===== src/rtl/seq_nibble_adder_ctrl_pkg.sv =====
// Shared state encoding and slice width for the sequential nibble adder.
package seq_nibble_adder_ctrl_pkg;

  localparam int NIBBLE_W = 4;

  typedef enum logic [1:0] {
    ST_IDLE = 2'b00,
    ST_RUN  = 2'b01,
    ST_DONE = 2'b10
  } state_e;

endpackage


===== src/rtl/seq_nibble_adder_ctrl_nibble_adder4.sv =====
// Combinational 4-bit adder with carry in/out, behaving like a 74HC283.
module nibble_adder4
  import seq_nibble_adder_ctrl_pkg::*;
(
  input  logic [NIBBLE_W-1:0] a,
  input  logic [NIBBLE_W-1:0] b,
  input  logic                ci,
  output logic [NIBBLE_W-1:0] s,
  output logic                co
);

  logic [NIBBLE_W:0] total_s;

  // Five-bit sum; the top bit is the carry out of the slice.
  always_comb begin
    total_s = {1'b0, a} + {1'b0, b} + {{NIBBLE_W{1'b0}}, ci};
  end

  assign s  = total_s[NIBBLE_W-1:0];
  assign co = total_s[NIBBLE_W];

endmodule


===== src/rtl/seq_nibble_adder_ctrl.sv =====
// Sequencer that computes one wide add/subtract by reusing a single 4-bit
// adder once per clock, least-significant nibble first.
module seq_nibble_adder_ctrl
  import seq_nibble_adder_ctrl_pkg::*;
#(
  parameter int N_NIBBLES = 4
) (
  input  logic                          CLK,
  input  logic                          RST,
  input  logic                          Start,
  input  logic                          Sub,
  input  logic                          Cin,
  input  logic [NIBBLE_W*N_NIBBLES-1:0] DataA,
  input  logic [NIBBLE_W*N_NIBBLES-1:0] DataB,
  output logic                          Busy,
  output logic                          Done,
  output logic [NIBBLE_W*N_NIBBLES-1:0] Sum,
  output logic                          Cout,
  output logic                          Ovf
);

  localparam int W  = NIBBLE_W * N_NIBBLES;
  localparam int RW = W - NIBBLE_W;
  localparam int CW = $clog2(N_NIBBLES);
  localparam logic [CW-1:0] LAST_CNT = CW'(N_NIBBLES - 1);

  state_e          state_q, state_d;
  logic [CW-1:0]   cnt_q, cnt_d;
  logic            carry_q, carry_d;
  logic [W-1:0]    a_q, a_d;
  logic [W-1:0]    b_q, b_d;
  logic [RW-1:0]   res_q, res_d;
  logic            sign_a_q, sign_a_d;
  logic            sign_b_q, sign_b_d;
  logic            busy_q, busy_d;
  logic            done_q, done_d;
  logic [W-1:0]    sum_q, sum_d;
  logic            cout_q, cout_d;
  logic            ovf_q, ovf_d;

  logic [W-1:0]          b_in_s;
  logic [NIBBLE_W-1:0]   nib_sum_s;
  logic                  nib_co_s;

  nibble_adder4 u_adder (
    .a  (a_q[NIBBLE_W-1:0]),
    .b  (b_q[NIBBLE_W-1:0]),
    .ci (carry_q),
    .s  (nib_sum_s),
    .co (nib_co_s)
  );

  // Operand B as presented to the adder: inverted for subtraction.
  always_comb begin
    if (Sub) begin
      b_in_s = ~DataB;
    end else begin
      b_in_s = DataB;
    end
  end

  // Next-state and datapath updates; every register holds unless told otherwise.
  always_comb begin
    state_d  = state_q;
    cnt_d    = cnt_q;
    carry_d  = carry_q;
    a_d      = a_q;
    b_d      = b_q;
    res_d    = res_q;
    sign_a_d = sign_a_q;
    sign_b_d = sign_b_q;
    busy_d   = busy_q;
    done_d   = 1'b0;
    sum_d    = sum_q;
    cout_d   = cout_q;
    ovf_d    = ovf_q;
    case (state_q)
      ST_IDLE: begin
        if (Start) begin
          a_d      = DataA;
          b_d      = b_in_s;
          carry_d  = Sub ? 1'b1 : Cin;
          sign_a_d = DataA[W-1];
          sign_b_d = b_in_s[W-1];
          cnt_d    = '0;
          busy_d   = 1'b1;
          state_d  = ST_RUN;
        end else begin
          state_d  = ST_IDLE;
        end
      end
      ST_RUN: begin
        // Each nibble enters at the top so the first one ends up in the LSBs.
        res_d   = RW'({nib_sum_s, res_q} >> NIBBLE_W);
        carry_d = nib_co_s;
        a_d     = a_q >> NIBBLE_W;
        b_d     = b_q >> NIBBLE_W;
        if (cnt_q == LAST_CNT) begin
          sum_d   = {nib_sum_s, res_q};
          cout_d  = nib_co_s;
          ovf_d   = (sign_a_q == sign_b_q) && (nib_sum_s[NIBBLE_W-1] != sign_a_q);
          busy_d  = 1'b0;
          done_d  = 1'b1;
          state_d = ST_DONE;
        end else begin
          cnt_d   = cnt_q + CW'(1);
        end
      end
      ST_DONE: begin
        state_d = ST_IDLE;
      end
      default: begin
        busy_d  = 1'b0;
        state_d = ST_IDLE;
      end
    endcase
  end

  // State and datapath registers with synchronous reset.
  always_ff @(posedge CLK) begin
    if (RST) begin
      state_q  <= ST_IDLE;
      cnt_q    <= '0;
      carry_q  <= 1'b0;
      a_q      <= '0;
      b_q      <= '0;
      res_q    <= '0;
      sign_a_q <= 1'b0;
      sign_b_q <= 1'b0;
      busy_q   <= 1'b0;
      done_q   <= 1'b0;
      sum_q    <= '0;
      cout_q   <= 1'b0;
      ovf_q    <= 1'b0;
    end else begin
      state_q  <= state_d;
      cnt_q    <= cnt_d;
      carry_q  <= carry_d;
      a_q      <= a_d;
      b_q      <= b_d;
      res_q    <= res_d;
      sign_a_q <= sign_a_d;
      sign_b_q <= sign_b_d;
      busy_q   <= busy_d;
      done_q   <= done_d;
      sum_q    <= sum_d;
      cout_q   <= cout_d;
      ovf_q    <= ovf_d;
    end
  end

  assign Busy = busy_q;
  assign Done = done_q;
  assign Sum  = sum_q;
  assign Cout = cout_q;
  assign Ovf  = ovf_q;

endmodule


===== config.mk =====
export PLATFORM = sky130hd
export DESIGN_NAME = seq_nibble_adder_ctrl
export DESIGN_NICKNAME = d
export VERILOG_FILES = /design/src/rtl/seq_nibble_adder_ctrl_pkg.sv /design/src/rtl/seq_nibble_adder_ctrl_nibble_adder4.sv /design/src/rtl/seq_nibble_adder_ctrl.sv
export SDC_FILE = /design/constraint.sdc
export NUM_CORES = 1
export LEC_CHECK = 0
export CORE_MARGIN = 5
export CORE_UTILIZATION = 40
export CTS_CLUSTER_DIAMETER = 30
export DETAILED_ROUTE_END_ITERATION = 16
export PLACE_DENSITY = 0.7
export SYNTH_ARGS = -nofsm -noshare
export SYNTH_HDL_FRONTEND = slang
export SYNTH_SLANG_ARGS = --single-unit

===== constraint.sdc =====
create_clock -name CLK -period 6 [get_ports CLK]
set_clock_uncertainty 0.2 [all_clocks]
set_input_delay 1.2 -clock CLK [delete_from_list [all_inputs] [get_ports CLK]]
set_output_delay 1.2 -clock CLK [all_outputs]
set_load 0.01 [all_outputs]

==> results.json, run 1 <==
{
  "status": "completed",
  "synth.distinct_cells": 34,
  "path_class": "input port to register",
  "place_inst": 495,
  "antenna_found_initial": 0,
  "synth.avg_cell_area_sq_um": 8.26,
  "relSlewSlack_pct": 34.4,
  "boundaryPins": 57,
  "dr_wl_met2_mm": 3.00,
  "rsz0062_at_grt": "false",
  "dieArea_sq_mm": 0.00933,
  "synthArstFlopShare_pct": 0,
  "ys_ff_latch": 71,
  "start_kind": "input port",
  "start_util_pct": 41.1,
  "crit_fanout": 14,
  "clk_pin_slew_worst_paths_ns": 0.08,
  "synth_top_cell_by_area": "dfxtp_1",
  "setup_viol": 0,
  "ys_seq_area_share_pct": 47.4,
  "maxCapViolCount": 0,
  "drc": 0,
  "crit_chain": "clkdlybuf4s50_1 > nor2b_1 > nand2b_1 > o32ai_1 > a211oi_1",
  "synth_ff_type": "dfxtp_1",
  "leakagePower_nw": 1.43,
  "power.density_mw_per_mm2": 284,
  "syn_area_sq_mm": 0.00300,
  "dpl.hpwl_mm": 4.54,
  "postCtsSetupRepairBufs": 0,
  "vias": 2503,
  "grt_pass1_vias": 2425,
  "p_switching_mw": 0.276,
  "die_w_microns": 96.6,
  "core-area_sq_mm": 0.00729,
  "yosysWarnings": 0,
  "post-route-period-util_pct": 50.2,
  "slew_violations": 0,
  "grt_pass1_wl_mm": 11.2,
  "met1_length_mm": 3.09,
  "seq_power_share_pct": 47.6,
  "synth_cells": 363,
  "fmax_ghz": 0.332,
  "slowest_stage": "nor2b_1",
  "n_antenna_cell": 0,
  "io_buffer_count": 56,
  "highest_layer": "met4",
  "ant_nets": 0,
  "synth_nets": 406,
  "setup-tns-final_ns": 0,
  "clk_path_buf_depth": 2,
  "yosysMostFrequentCell": "nand2_1",
  "synth_area_leaders": "dfxtp_1 (47%), nand2_1 (9.8%), nor2_1 (6.8%), a21oi_1 (5.5%), a2bb2oi_1 (3.8%)",
  "clock_latency_ns": 0.34,
  "fin_hold_ws_ns": 0.252,
  "fin_total_pwr_mw": 1.08,
  "max-vdd-ir-drop_mv": 0.109,
  "fin_util_pct": 52.2,
  "gp_congestion": 0.846,
  "cp.required_ns": 5.99,
  "hold_buffers": 0,
  "avgRoutedWirePerCell_microns": 12.7,
  "cp-end-kind": "register",
  "max_slew.worst_pin.slew_ns": 0.984,
  "crit_arrival_ns": 3.01,
  "cts.sinks": 71,
  "post_cts_resized": 0,
  "drt-initial-drc-count": 112,
  "wl_mm": 6.47,
  "drt-vias-per-instance": 4.90,
  "numCtsBuffers": 9,
  "ys_top_cells_by_count": "nand2_1 (78), dfxtp_1 (71), nor2_1 (54)",
  "p_comb_share_pct": 13.8,
  "p_int_mw": 0.806,
  "switching_share_pct": 25.5,
  "hp-class": "register to register",
  "hold_violations": 0,
  "grt_max_degree": 74,
  "layout.nets": 450,
  "synth_edf_count": 0,
  "period_needed_ns": 3.01,
  "cts_tree": "done",
  "gr-total-overflow": 0,
  "dr_wl_met3_microns": 315,
  "rows": 31,
  "fp.dieH_microns": 96.6,
  "area.growth.synth_to_final_pct": 27.0,
  "root_buffer": "clkbuf_8",
  "slowest_delay_ns": 0.75,
  "p_clk_share_pct": 38.6,
  "synth_top_area_share_pct": 47.4,
  "htree_num_levels": 3,
  "drive_above_1_share_pct": 6.55,
  "grtUsageTotal_pct": 15.5,
  "fillers": 729,
  "dr.pass1.iters": 4,
  "instances_no_fill": 511
}
-- power groups by stage --
stage / clock network (mW) / logic [mW] / registers (mW)
after CTS: 0.426 / 0.151 / 0.516
after global placement: 0 / 0.148 / 0.526
after floorplan: 0 / 0.106 / 0.522
after global routing: 0.447 / 0.170 / 0.519
final: 0.417 / 0.149 / 0.516
after detailed placement: 0 / 0.150 / 0.527
-- per-layer routing --
layer / vias up / track usage (%)
li1: 1317 / -
met1: 1120 / 20.6
met2: 59 / 24.0
met3: 7 / 4.80
met4: 0 / 4.67
met5: - / 0
-- cells by family after synthesis --
kind of cell	Yosys count	share of synthesized area (%)
XOR/XNOR	17	4.96
buffers and inverters	34	4.88
adder cells (fa/ha/maj)	6	3.00
AND/OR/NAND/NOR	159	22.1
flip-flops	71	47.4
AO/OA/AOI/OAI	76	17.6
-- cell type report --
class	instances	area [sq um]	area share, %
multi-input combinational	258	1430	37.6
sequential	71	1420	37.3
clock inverter	7	96.3	2.53
timing repair buffer	60	586	15.4
clock buffer	9	124	3.25
inverter	7	26.3	0.690
tap	99	124	3.25
-- stage by stage --
stage	instance area, sq um	setup WS (ns)
4_1_cts	3810	3.01
2_1_floorplan	3000	3.71
3_5_place_dp	3590	2.63
6_report	3810	2.99
3_3_place_gp	3590	2.69
5_1_grt	3810	2.81
-- placed cells by master (no fill, tap or decap), types with 2 or more instances in the layout --
master | netlist | routed
nand2_1 | 78 | 78
dfxtp_1 | 71 | 71
clkdlybuf4s50_1 | 0 | 55
nor2_1 | 54 | 54
a21oi_1 | 33 | 33
xnor2_1 | 13 | 13
a2bb2oi_1 | 13 | 13
a311oi_1 | 12 | 12
nor3_1 | 12 | 12
clkbuf_8 | 0 | 9
inv_1 | 7 | 7
a22oi_1 | 7 | 7
a211oi_1 | 5 | 5
xor2_1 | 4 | 4
ha_1 | 4 | 4
buf_4 | 1 | 4
nor2b_1 | 2 | 2
nand2b_1 | 2 | 2
or2_1 | 2 | 2
nand3b_1 | 2 | 2
o31ai_1 | 2 | 2
fa_1 | 2 | 2
clkinv_2 | 0 | 2
clkinv_4 | 0 | 2
bufinv_16 | 0 | 2
-- worst paths after layout --
kind              start      end  slack, ns  cells past startpoint
max               Start  carry_q       2.99                      5
min            res_q[3]   Sum[3]       0.25                      2
max reg2reg  state_q[1]      Ovf       3.57                      5
min reg2reg    res_q[3]   Sum[3]       0.25                      2
-- sequential cells by signal, indices dropped and copies added (netlist names) --
name      flops
Sum          16
a_q          16
b_q          16
res_q        12
cnt_q         2
state_q       2
Busy          1
Cout          1
Done          1
Ovf           1
carry_q       1
sign_a_q      1
sign_b_q      1
-- worst max-delay path: cells and delay by family --
kind | cells | cell delay, ns
AOI/OAI and AO/OA | 2 | 0.35
and+or+nand+nor | 2 | 0.95
buffers and inverters | 1 | 0.50
(Power assumes the default switching activity.)
==> run 2, diff against run 1 <==
--- a/config.mk
+++ b/config.mk
@@ -9,7 +9,7 @@
 export CORE_UTILIZATION = 40
 export CTS_CLUSTER_DIAMETER = 30
 export DETAILED_ROUTE_END_ITERATION = 16
-export PLACE_DENSITY = 0.7
+export PLACE_DENSITY = 0.73
 export SYNTH_ARGS = -nofsm -noshare
 export SYNTH_HDL_FRONTEND = slang
 export SYNTH_SLANG_ARGS = --single-unit
==> constraint.sdc (replaced) <==
create_clock -name CLK -period 2.5 [get_ports CLK]
set_clock_uncertainty 0.2 [all_clocks]
set_input_delay 0.5 -clock CLK [delete_from_list [all_inputs] [get_ports CLK]]
set_output_delay 0.5 -clock CLK [all_outputs]
set_load 0.01 [all_outputs]
==> run 2 against run 1 <==
Compared with the run above:
- core utilization up 0.53 points
- power up 120%
- via count up 2.5%
- non-clock buffer count increased by 11
- global-route usage decreased by 0.069 points
- cell count up 2.0%
- clock power increased by 86%
- largest cell class unchanged
==> results.json, run 2 (synthesized netlist as in run 1, its figures left out) <==
{
  "crit_fanout": 2,
  "ant_nets": 0,
  "drive_above_1_share_pct": 8.53,
  "antenna_found_initial": 0,
  "slowest_delay_ns": 0.46,
  "start_kind": "register",
  "hp-class": "register to register",
  "hold_buffers": 0,
  "crit_arrival_ns": 2.06,
  "drc": 0,
  "die_w_microns": 96.6,
  "crit_chain": "fa_1 > inv_1 > fa_1 > inv_1 > a21o_2 > a21oi_1 > a211oi_1",
  "setup_viol": 0,
  "relSlewSlack_pct": 66.8,
  "fp.dieH_microns": 96.6,
  "hold_violations": 0,
  "path_class": "register to register",
  "htree_num_levels": 3,
  "area.growth.synth_to_final_pct": 28.3,
  "postCtsSetupRepairBufs": 0,
  "rows": 31,
  "dr.pass1.iters": 4,
  "holdCritStartpoint": "res_q[2]",
  "boundaryPins": 57,
  "layout.nets": 461,
  "clk_pin_slew_worst_paths_ns": 0.07,
  "period_needed_ns": 2.05,
  "dieArea_sq_mm": 0.00933,
  "cts_tree": "done",
  "max-vdd-ir-drop_mv": 0.238,
  "slew_violations": 0,
  "root_buffer": "clkbuf_8",
  "drt-initial-drc-count": 104,
  "grtUsageTotal_pct": 15.4,
  "reg2reg_slack_ns": 0.45,
  "cp.required_ns": 2.51,
  "drt-vias-per-instance": 4.92,
  "reg2regPathDepth": 7,
  "setup-tns-final_ns": 0,
  "vias": 2565,
  "numCtsBuffers": 9,
  "max_slew.worst_pin.slew_ns": 0.497,
  "leakagePower_nw": 1.46,
  "rsz0062_at_grt": "false",
  "hold-path-endpoint": "Sum[2]",
  "final_common_cell": "nand2_1",
  "avgRoutedWirePerCell_microns": 12.7,
  "grt_pass1_wl_mm": 11.2,
  "n_antenna_cell": 0,
  "hold_depth": 2,
  "cts.sinks": 71,
  "fin_util_pct": 52.8,
  "timing.rr.end": "Cout",
  "layout_common_cells": "nand2_1 (78), dfxtp_1 (71), clkdlybuf4s50_1 (55)",
  "slowest_stage": "fa_1",
  "fmax_ghz": 0.488,
  "clock_latency_ns": 0.34,
  "post-route-period-util_pct": 82.0,
  "gr-total-overflow": 0,
  "status": "completed",
  "r2r_start": "carry_q",
  "clk_path_buf_depth": 2,
  "maxCapViolCount": 0,
  "gp_congestion": 0.777,
  "power.density_mw_per_mm2": 623,
  "grt_pass1_vias": 2466,
  "grt_max_degree": 30,
  "dpl.hpwl_mm": 4.87,
  "cp-end-kind": "register",
  "wl_mm": 6.59,
  "post_cts_resized": 0,
  "io_buffer_count": 56,
  "core-area_sq_mm": 0.00729,
  "start_util_pct": 41.1
}
run 2: worst max-delay path: cells and delay by family, from the launching register on:
kind	cells	cell delay, ns
buffers and inverters	2	0.14
adder cells (fa/ha/maj)	2	0.66
flip-flops	1	0.34
AO/OA/AOI/OAI	3	0.58
run 2: worst max path at each step:
stage	start	to	slack (ns)	cells past startpoint
2_1_floorplan	carry_q	Ovf	0.58	5
3_3_place_gp	Start	cnt_q[1]	0.39	5
3_5_place_dp	Start	a_q[4]	0.35	6
4_1_cts	carry_q	Ovf	0.45	5
5_1_grt	carry_q	Cout	0.36	7
6_report	carry_q	Cout	0.45	7
run 2: per-layer routing:
metal / vias up / GRT usage, % / wire (microns)
met5: - / 0 / 0
met4: 0 / 6.31 / 98
met3: 8 / 3.10 / 327
met2: 58 / 24.7 / 3040
met1: 1164 / 20.2 / 3130
li1: 1335 / - / -
run 2: metrics by stage:
step,std cells,cell area (sq um),setup slack [ns],power [mW],hold WS (ns)
after CTS,521,3850,0.450,2.42,0.255
after global placement,506,3680,0.392,1.64,0.242
final,521,3850,0.449,2.40,0.251
after floorplan,363,3000,0.583,1.51,0.232
after global routing,521,3850,0.355,2.52,0.277
after detailed placement,506,3680,0.348,1.65,0.244
run 2: cell type report:
type	count	area (sq um)
Multi-Input combinational cell	258	1430
Timing Repair Buffer	71	681
Clock inverter	4	22.5
Inverter	7	26.3
Clock buffer	11	141
Tap cell	99	124
Sequential cell	71	1420
Fill cell	726	3440
run 2: power by group:
group	switching, mW	internal, mW
sequential	0.0440	1.20
combinational	0.189	0.191
clock	0.399	0.376
total	0.632	1.76
